<file path="src/rtl/syzygy_adc_pkg.sv">
// Shared types and constants for the SYZYGY ADC frame-alignment controller.
package syzygy_adc_pkg;

    typedef enum logic [2:0] {
        ST_SETTLE,
        ST_CHECK,
        ST_SLIP,
        ST_WAIT,
        ST_LOCKED,
        ST_FAIL
    } align_state_e;

    localparam logic [7:0] DEFAULT_FRAME_PATTERN = 8'hF0;

    // Counter width able to hold 0..limit, never narrower than one bit.
    function automatic int unsigned cnt_width(input int unsigned limit);
        return (limit < 1) ? 1 : $clog2(limit + 1);
    endfunction

endpackage

</file>
<file path="src/rtl/syzygy_adc_frame_align_if.sv">
// Frame/data lane bus between the ISERDES capture stage and the alignment controller.
interface syzygy_adc_frame_align_if
    import syzygy_adc_pkg::*;
#(
    parameter int unsigned NUM_LANES = 4,
    parameter int unsigned MAX_SLIPS = 16
);
    localparam int unsigned SLIP_W = cnt_width(MAX_SLIPS);

    logic                     restart;
    logic [7:0]               frame_in;
    logic [8*NUM_LANES-1:0]   data_in;
    logic                     bitslip;
    logic                     locked;
    logic                     align_error;
    logic [SLIP_W-1:0]        slip_count;
    logic [8*NUM_LANES-1:0]   data_out;
    logic                     data_valid;

    modport master (
        output restart, frame_in, data_in,
        input  bitslip, locked, align_error, slip_count, data_out, data_valid
    );

    modport slave (
        input  restart, frame_in, data_in,
        output bitslip, locked, align_error, slip_count, data_out, data_valid
    );

endinterface

</file>
<file path="src/rtl/syzygy_adc_match_counter.sv">
// Saturating consecutive-event counter; reached flags the event that hits LIMIT.
module syzygy_adc_match_counter
    import syzygy_adc_pkg::*;
#(
    parameter int unsigned LIMIT = 8
) (
    input  logic clk,
    input  logic reset,
    input  logic clear,
    input  logic inc,
    output logic reached
);
    localparam int unsigned W = cnt_width(LIMIT);

    logic [W-1:0] count_q;
    logic [W-1:0] count_d;

    always_comb begin
        count_d = count_q;
        if (clear) begin
            count_d = '0;
        end else if (inc && (count_q != W'(LIMIT))) begin
            count_d = count_q + 1'b1;
        end
    end

    assign reached = inc && !clear && (count_q >= W'(LIMIT - 1));

    always_ff @(posedge clk) begin
        if (reset) begin
            count_q <= '0;
        end else begin
            count_q <= count_d;
        end
    end

endmodule

</file>
<file path="src/rtl/syzygy_adc_frame_align.sv">
// Frame-lane bitslip alignment with lock/loss tracking and registered data-lane forwarding.
module syzygy_adc_frame_align
    import syzygy_adc_pkg::*;
#(
    parameter int unsigned NUM_LANES     = 4,
    parameter logic [7:0]  FRAME_PATTERN = DEFAULT_FRAME_PATTERN,
    parameter int unsigned SETTLE_CYCLES = 64,
    parameter int unsigned SLIP_WAIT     = 4,
    parameter int unsigned MATCH_COUNT   = 8,
    parameter int unsigned LOSS_COUNT    = 4,
    parameter int unsigned MAX_SLIPS     = 16
) (
    input  logic clk,
    input  logic reset,
    syzygy_adc_frame_align_if.slave bus
);
    localparam int unsigned TIMER_MAX = (SETTLE_CYCLES > SLIP_WAIT) ? SETTLE_CYCLES : SLIP_WAIT;
    localparam int unsigned TW        = cnt_width(TIMER_MAX);
    localparam int unsigned SW        = cnt_width(MAX_SLIPS);

    align_state_e           state_q, state_d;
    logic [TW-1:0]          timer_q, timer_d;
    logic [SW-1:0]          slip_count_q, slip_count_d;
    logic                   bitslip_q, bitslip_d;
    logic                   locked_q, locked_d;
    logic                   align_error_q, align_error_d;
    logic                   data_valid_q, data_valid_d;
    logic [8*NUM_LANES-1:0] data_out_q, data_out_d;

    logic frame_match;
    logic match_reached;
    logic loss_reached;

    assign frame_match = (bus.frame_in == FRAME_PATTERN);

    // Matches only count in CHECK, so words seen during SLIP/WAIT never contribute.
    syzygy_adc_match_counter #(.LIMIT(MATCH_COUNT)) u_match_cnt (
        .clk     (clk),
        .reset   (reset),
        .clear   (bus.restart || (state_q != ST_CHECK)),
        .inc     ((state_q == ST_CHECK) && frame_match),
        .reached (match_reached)
    );

    syzygy_adc_match_counter #(.LIMIT(LOSS_COUNT)) u_loss_cnt (
        .clk     (clk),
        .reset   (reset),
        .clear   (bus.restart || (state_q != ST_LOCKED) || frame_match),
        .inc     ((state_q == ST_LOCKED) && !frame_match),
        .reached (loss_reached)
    );

    always_comb begin
        state_d      = state_q;
        timer_d      = '0;
        slip_count_d = slip_count_q;
        unique case (state_q)
            ST_SETTLE: begin
                if (timer_q == TW'(SETTLE_CYCLES - 1)) state_d = ST_CHECK;
                else                                   timer_d = timer_q + 1'b1;
            end
            ST_CHECK: begin
                if (match_reached) begin
                    state_d = ST_LOCKED;
                end else if (!frame_match) begin
                    if (slip_count_q == SW'(MAX_SLIPS)) begin
                        state_d = ST_FAIL;
                    end else begin
                        state_d      = ST_SLIP;
                        slip_count_d = slip_count_q + 1'b1;
                    end
                end
            end
            ST_SLIP:   state_d = ST_WAIT;
            ST_WAIT: begin
                if (timer_q == TW'(SLIP_WAIT - 1)) state_d = ST_CHECK;
                else                               timer_d = timer_q + 1'b1;
            end
            ST_LOCKED: begin
                // Losing lock starts a fresh attempt with its own slip budget.
                if (loss_reached) begin
                    state_d      = ST_CHECK;
                    slip_count_d = '0;
                end
            end
            ST_FAIL:   state_d = ST_FAIL;
            default:   state_d = ST_SETTLE;
        endcase

        if (bus.restart) begin
            state_d      = ST_SETTLE;
            timer_d      = '0;
            slip_count_d = '0;
        end

        // Outputs follow the next state so they are registered alongside it.
        bitslip_d     = (state_d == ST_SLIP);
        locked_d      = (state_d == ST_LOCKED);
        align_error_d = (state_d == ST_FAIL);
        data_valid_d  = (state_d == ST_LOCKED);
    end

    genvar gi;
    generate
        for (gi = 0; gi < NUM_LANES; gi++) begin : g_lane
            assign data_out_d[gi*8 +: 8] = bus.data_in[gi*8 +: 8];
        end
    endgenerate

    always_ff @(posedge clk) begin
        if (reset) begin
            state_q       <= ST_SETTLE;
            timer_q       <= '0;
            slip_count_q  <= '0;
            bitslip_q     <= 1'b0;
            locked_q      <= 1'b0;
            align_error_q <= 1'b0;
            data_valid_q  <= 1'b0;
            data_out_q    <= '0;
        end else begin
            state_q       <= state_d;
            timer_q       <= timer_d;
            slip_count_q  <= slip_count_d;
            bitslip_q     <= bitslip_d;
            locked_q      <= locked_d;
            align_error_q <= align_error_d;
            data_valid_q  <= data_valid_d;
            data_out_q    <= data_out_d;
        end
    end

    assign bus.bitslip     = bitslip_q;
    assign bus.locked      = locked_q;
    assign bus.align_error = align_error_q;
    assign bus.slip_count  = slip_count_q;
    assign bus.data_out    = data_out_q;
    assign bus.data_valid  = data_valid_q;

endmodule

</file>
<file path="src/flat_wrapper.sv">
// flat-port wrapper written by rule: the top's interface ports become plain ports
module syzygy_adc_frame_align_flat import syzygy_adc_pkg::*;
#(
    parameter int unsigned NUM_LANES     = 4,
    parameter logic [7:0]  FRAME_PATTERN = DEFAULT_FRAME_PATTERN,
    parameter int unsigned SETTLE_CYCLES = 64,
    parameter int unsigned SLIP_WAIT     = 4,
    parameter int unsigned MATCH_COUNT   = 8,
    parameter int unsigned LOSS_COUNT    = 4,
    parameter int unsigned MAX_SLIPS     = 16
)
  (clk, reset, bus_restart, bus_frame_in, bus_data_in, bus_bitslip, bus_locked, bus_align_error, bus_slip_count, bus_data_out, bus_data_valid);
  syzygy_adc_frame_align_if #(.NUM_LANES(NUM_LANES), .MAX_SLIPS(MAX_SLIPS)) bus_i ();
  input  logic clk;
  input  logic reset;
  input wire logic [$bits(bus_i.restart)-1:0] bus_restart;
  input wire logic [$bits(bus_i.frame_in)-1:0] bus_frame_in;
  input wire logic [$bits(bus_i.data_in)-1:0] bus_data_in;
  output wire logic [$bits(bus_i.bitslip)-1:0] bus_bitslip;
  output wire logic [$bits(bus_i.locked)-1:0] bus_locked;
  output wire logic [$bits(bus_i.align_error)-1:0] bus_align_error;
  output wire logic [$bits(bus_i.slip_count)-1:0] bus_slip_count;
  output wire logic [$bits(bus_i.data_out)-1:0] bus_data_out;
  output wire logic [$bits(bus_i.data_valid)-1:0] bus_data_valid;
  assign bus_i.restart = bus_restart;
  assign bus_i.frame_in = bus_frame_in;
  assign bus_i.data_in = bus_data_in;
  assign bus_bitslip = bus_i.bitslip;
  assign bus_locked = bus_i.locked;
  assign bus_align_error = bus_i.align_error;
  assign bus_slip_count = bus_i.slip_count;
  assign bus_data_out = bus_i.data_out;
  assign bus_data_valid = bus_i.data_valid;
  syzygy_adc_frame_align #(.NUM_LANES(NUM_LANES), .FRAME_PATTERN(FRAME_PATTERN), .SETTLE_CYCLES(SETTLE_CYCLES), .SLIP_WAIT(SLIP_WAIT), .MATCH_COUNT(MATCH_COUNT), .LOSS_COUNT(LOSS_COUNT), .MAX_SLIPS(MAX_SLIPS)) u_core (.clk(clk), .reset(reset), .bus(bus_i));
endmodule
</file>
<file path="config.mk">
export PLATFORM = sky130hd
export DESIGN_NAME = syzygy_adc_frame_align_flat
export DESIGN_NICKNAME = d
export VERILOG_FILES = /design/src/rtl/syzygy_adc_pkg.sv /design/src/rtl/syzygy_adc_frame_align_if.sv /design/src/rtl/syzygy_adc_match_counter.sv /design/src/rtl/syzygy_adc_frame_align.sv /design/src/flat_wrapper.sv
export SDC_FILE = /design/constraint.sdc
export NUM_CORES = 1
export LEC_CHECK = 0
export CAP_MARGIN = 20
export CELL_PAD_IN_SITES_DETAIL_PLACEMENT = 0
export CELL_PAD_IN_SITES_GLOBAL_PLACEMENT = 1
export CORE_AREA = 2 2 86 88
export DETAILED_ROUTE_END_ITERATION = 7
export DIE_AREA = 0 0 88 90
export PLACE_DENSITY = 0.77
export SYNTH_ARGS = -nofsm -noshare
export SYNTH_HDL_FRONTEND = slang
export SYNTH_SLANG_ARGS = --single-unit
</file>
<file path="constraint.sdc">
create_clock -name clk -period 2 [get_ports clk]
set_input_delay 0.3 -clock clk [delete_from_list [all_inputs] [get_ports clk]]
set_output_delay 0.3 -clock clk [all_outputs]
set_load 0.02 [all_outputs]
</file>
### Word-level counts from Yosys, hierarchy flattened

Cells that the tools add are included.

* $add $sub $neg: 4
* reductions and logical operators: 20
* muxes and demuxes: 16
* eq/ne operators: 20
* order comparisons: 2

Operators by type and width (count)
* 2-to-1 mux 3 bit: 7
* 2-to-1 mux 5 bit: 4
* one-hot mux 3 bit (6 select lines): 1
* 2-to-1 mux 7 bit: 2
* one-hot mux 7 bit (2 select lines): 1
* == test 3 bit (second input constant): 4
* one-hot mux 5 bit (2 select lines): 1
* == test 3 x 2 -> 1 bit (second input constant): 3
* == test 8 bit (second input constant): 1
* logical AND 1 bit: 8
* adder 7 x 1 -> 7 bit (second input constant): 1
* == test 7 x 2 -> 1 bit (second input constant): 1
* == test 7 x 6 -> 1 bit (second input constant): 1
* inequality test 2 bit (second input constant): 3
* inequality test 3 bit (second input constant): 2
* OR reduction 2 bit: 3
* adder 5 x 1 -> 5 bit (second input constant): 1
* == test 5 bit (second input constant): 1
* AND reduction 5 bit: 1
* adder 4 x 1 -> 4 bit (second input constant): 1
* >= comparator 4 x 3 -> 1 bit (second input constant): 1
* inequality test 4 bit (second input constant): 1
* adder 3 x 1 -> 3 bit (second input constant): 1
* == test 3 x 1 -> 1 bit (second input constant): 1
* other kinds (7): 11

* bits in registers: 57
* input port bits: 43
* logic and storage cells: 71
* output and inout bits: 41

### Depth between registers and ports, before layout

* depth after elaboration: 10
* mapped depth: 7
* gate-level depth less buffers: 7

### Modules after synthesis

A second synthesis with hierarchy kept.

* cell total of the unflattened synthesis: 232
* area, all modules: 2284.7 um^2

By module, submodules not included
* syzygy_adc_frame_align: cells each 186, instances 1, area an instance 1860.5 um^2, seq. area each 1001.0 um^2
* syzygy_adc_match_counter (u_core.u_match_cnt): cells each 26, instances 1, area an instance 226.5 um^2, seq. area each 80.1 um^2
* syzygy_adc_match_counter (u_core.u_loss_cnt): cells each 20, instances 1, area an instance 197.7 um^2, seq. area each 60.1 um^2

### Worst setup path before layout

OpenSTA, ideal clock, no wires.

* path kind: register to register
* start point: reg u_core.timer_q[0]
* end point: reg u_core.timer_q[6]
* buffers on the path: 0
* period minus slack after synthesis: 1789 ps
* arrival: 1657 ps
* stages on the path, launching flop included: 7
* library setup time: 132 ps
* data required time: 1868 ps
* path slack: 211 ps
* cell sequence: dfxtp_1 ha_1 or4b_1 o311ai_1 o21ai_0 a31oi_1 nor3_1

* word-level cells in the longest chain between the ends: 3
* elaborated cells between the ends (all ways): 6
* those cells by class: add/sub: 1; eq/ne: 2; mux: 3

Ends and longest elaborated chain
* start: declaration: line syzygy_adc_frame_align.sv:22 `logic [TW-1:0] timer_q, timer_d;`
* start signal: assignment: line syzygy_adc_frame_align.sv:122 `timer_q <= timer_d;`
* adder 7 x 1 -> 7 bit, or another cell as far along: line syzygy_adc_frame_align.sv:60, syzygy_adc_frame_align.sv:77
* 2-to-1 mux 7 bit (on tied branches): line syzygy_adc_frame_align.sv:76, syzygy_adc_frame_align.sv:59
* one-hot mux 7 bit (2 select lines) (*): line syzygy_adc_frame_align.sv:57 `unique case (state_q)`

Mark *: on every way between the ends. The rest lies on a longest branch, timed or not.
A chain may end at the register's enable or synchronous reset.

### Final worst setup path

* start point: reg u_core.timer_q[0]
* end point: reg u_core.state_q[0]

* word-level cells in the longest chain between the ends: 4
* elaborated cells between the ends (all ways): 6
* those cells by class: eq/ne: 2; mux: 4

Ends and longest elaborated chain
* == test 7 x 2 -> 1 bit / == test 7 x 6 -> 1 bit (equally long branches): line syzygy_adc_frame_align.sv:76, syzygy_adc_frame_align.sv:59
* 2-to-1 mux 3 bit (on tied branches): line syzygy_adc_frame_align.sv:76, syzygy_adc_frame_align.sv:59
* one-hot mux 3 bit (6 select lines) (*): line syzygy_adc_frame_align.sv:57
* 2-to-1 mux 3 bit (*): line syzygy_adc_frame_align.sv:90 `if (bus.restart) begin`
* end signal: assignment: line syzygy_adc_frame_align.sv:121 `state_q <= state_d;`
* end: declaration: line syzygy_adc_frame_align.sv:21 `align_state_e state_q, state_d;`

Marks and branches as above.

==> results.cfg <==
[synthesis]
synth_top_cell_by_area = sky130_fd_sc_hd__dfxtp_1
synth_top_cells_by_area = sky130_fd_sc_hd__dfxtp_1 53%, sky130_fd_sc_hd__nor2b_1 9.3%, sky130_fd_sc_hd__ha_1 4.6%
syn-instance-count = 219
synth_async_sr_flop_share_pct = 0
synth-main-ff-cell = sky130_fd_sc_hd__dfxtp_1
synth_area_per_cell_sq_um = 9.88
synth.distinct_cells = 41
synth_warnings = 0
postSynthRegisterBits = 57
synth.cell_area_sq_um = 2160
synth-edff-count = 0
synth_top_cell_area_share_pct = 52.7
synth-seq-area-share_pct = 52.7
leading_cell_type_by_number_of_instances_after_synthesis = sky130_fd_sc_hd__dfxtp_1
synth_commonest_cells = 57 x sky130_fd_sc_hd__dfxtp_1, 32 x sky130_fd_sc_hd__nor2b_1, 26 x sky130_fd_sc_hd__nor2_1
post_syn_nets = 270

[drt]
drt-initial-drc-count = 71
route.detailed.vias_per_inst = 4.37
wl_mm = 4.77
drt-pass1-iter-count = 4
postRouteAntennaNets = 0
drc = 0
drt-wirelength-per-cell_um = 11.6
via_count = 1803

[setup_path]
crit_path_max_fanout = 4
critPathKind = reg -> reg
depth_of_the_worst_register_to_register_path = 6
launching_element_type_of_the_critical_path = flop
end_kind = flop
regToRegStartpoint = u_core.timer_q[0]$_SDFF_PP0_
rr_endpoint = u_core.state_q[0]$_SDFF_PP0_
setup.worst_path.end = u_core.state_q[0]$_SDFF_PP0_
cp_data_required_time_ns = 2.25
cp.arrival_ns = 2.11
flop2flop_setup_slack_ns = 0.14
critPathLaunch = u_core.timer_q[0]$_SDFF_PP0_

[timing]
hold_violations = 0
setup-tns-final_ns = 0
final_max_slew_viol_count = 0
period_share_pct = 93.1
rsz_0062_raised_after_global_routing = no
timing.final.setup_violations = 0
relSlewSlack_pct = 73.8
period_minus_slack_ns = 1.86
tightest_slew_ns = 0.383
timing.clock.skew_ns = 0.00309
timing.fmax_mhz = 537

[pwr]
powerDensity_nw_per_um2 = 804
ir_drop_v = 0.000383
power.leakage_nw = 1.26

[placement]
io_buffers = 83
dpl.hpwl_mm = 3.51
gp_routability_congestion = 0.792
post_dp_cell_area_sq_um = 3120

[cts]
cell_at_the_root_of_the_clock_tree = sky130_fd_sc_hd__clkbuf_8
cts_tree = done
clock_tree.buffer_depth = 2
clkSlewWorstSetupHoldPaths_ns = 0.06
tritoncts.num_buffers = 9
cts_hold_buf = 0
cts_sinks = 57
cts_setup_buffers = 0
ctsHtreeMaxLevel = 3
worstSkewPairLatency_ns = 0.32

[grt]
grt_max_degree = 33
grt_pass1_wl_mm = 7.66
grt_pass1_vias = 1721
overflow = 0
gr-usage-all-layers_pct = 12.4
antenna_found_initial = 0

[finish]
layout_area_growth_over_synthesis_pct = 56.7
drive_gt1_share_pct = 9.87
multi_input_comb_area_sq_um = 971
antenna_cell_count = 0
final_cell_area_sq_um = 3390
register_cell_area_after_layout_sq_um = 1140
finalNetCount = 361
fillerInstances = 659

[die]
core.rowCount = 31
core_region_area_sq_um = 7020
floorplan.initialDensity_pct = 30.8
top_level_ports = 84
die-width_um = 88
die_h_um = 90
die_area_sq_um = 7920

[status]
status = finished clean

[worst_hold_path]
hold_start = u_core.timer_q[0]$_SDFF_PP0_
hold_class = reg -> reg

[job]
max_cap_violations = 0
[cells by family after synthesis]
logic type,Yosys count,synth area share (%)
adders and majority gates,8,4.63
xor gates and xnor gates,12,4.86
muxes,1,0.463
DFF,57,52.7
and+or+nand+nor,102,26.7
buffers and inverters,19,3.53
AOI/OAI and AO/OA,20,7.06
[per-stage QoR]
| step | setup slack [ns] | utilization [%] | hold WS [ns] | power, mW | std cells |
|---|---|---|---|---|---|
| global placement | 0.0157 | 44.5 | 0.429 | 1.45 | 398 |
| global route | 0.0314 | 48.3 | 0.476 | 2.83 | 413 |
| detailed placement | -0.100 | 44.5 | 0.442 | 1.45 | 398 |
| floorplan | 0.211 | - | 0.372 | 1.29 | 219 |
| CTS | 0.0594 | 47.9 | 0.456 | 2.76 | 413 |
| finish | 0.138 | 48.3 | 0.452 | 2.73 | 413 |
[flip-flops by register name (all words and copies together), names as in the netlist]
| register | count |
|---|---|
| u_core.state_q | 3 |
| u_core.u_loss_cnt.count_q | 3 |
| u_core.bus.locked | 1 |
| u_core.u_match_cnt.count_q | 4 |
| u_core.timer_q | 7 |
| u_core.bus.bitslip | 1 |
| u_core.bus.align_error | 1 |
| u_core.bus.slip_count | 5 |
| u_core.bus.data_out | 32 |
[what timing repair did]
item,CTS,global route
resized for setup,0,5
endpoints found under the hold margin,0,0
endpoints found under the setup margin,0,9
[routing by layer]
layer,vias up,wire (um),track usage [%]
li1,915,-,-
met1,799,1990,13.6
met2,83,2010,18.1
met3,6,720,9.46
met4,0,53,4.74
met5,-,0,0
[power breakdown]
part / switching (mW) / internal [mW]
Clock: 0.448 / 0.854
Sequential: 0.00934 / 1.17
Combinational: 0.0960 / 0.148
Total: 0.553 / 2.17
[critical path, stage by stage (launching register included)]
cell                       delay, ns
sky130_fd_sc_hd__dfxtp_1        0.36
sky130_fd_sc_hd__ha_2           0.22
sky130_fd_sc_hd__and3_1         0.16
sky130_fd_sc_hd__or3b_1         0.38
sky130_fd_sc_hd__or3_1          0.35
sky130_fd_sc_hd__and4_4         0.19
sky130_fd_sc_hd__a211oi_2       0.13
[cells in the final DEF (no fill, tap or decap), drive strengths merged, types with 3 or more instances in the layout]
cell	count
nor2b	32
nand3	11
and3	3
inv	10
xnor2	7
or3b	3
a211oi	3
nand2	10
dfxtp	57
xor2	5
clkdlybuf4s50	83
clkbuf	10
nor2	26
ha	8
bufinv	3
a21oi	6
buf	6
[area by class of cell]
type / count / share of cell area, %
flip-flops and latches: 57 / 33.7
multi-input cells: 143 / 28.6
repair buffers: 89 / 25.8
clock buffers: 10 / 4.06
well taps: 99 / 3.65
clock inverters: 5 / 3.06
inverters: 10 / 1.11
[worst min-delay path by stage]
stage	end	slack, ns	cells past startpoint
5_1_grt	u_core.timer_q[0]$_SDFF_PP0_	0.48	1
3_5_place_dp	u_core.timer_q[0]$_SDFF_PP0_	0.44	1
4_1_cts	u_core.timer_q[0]$_SDFF_PP0_	0.46	1
2_1_floorplan	u_core.bus.data_out[22]$_SDFF_PP0_	0.37	1
6_report	u_core.timer_q[0]$_SDFF_PP0_	0.45	1
3_3_place_gp	u_core.timer_q[0]$_SDFF_PP0_	0.43	1
No activity file was read; power rests on OpenSTA's default activity.
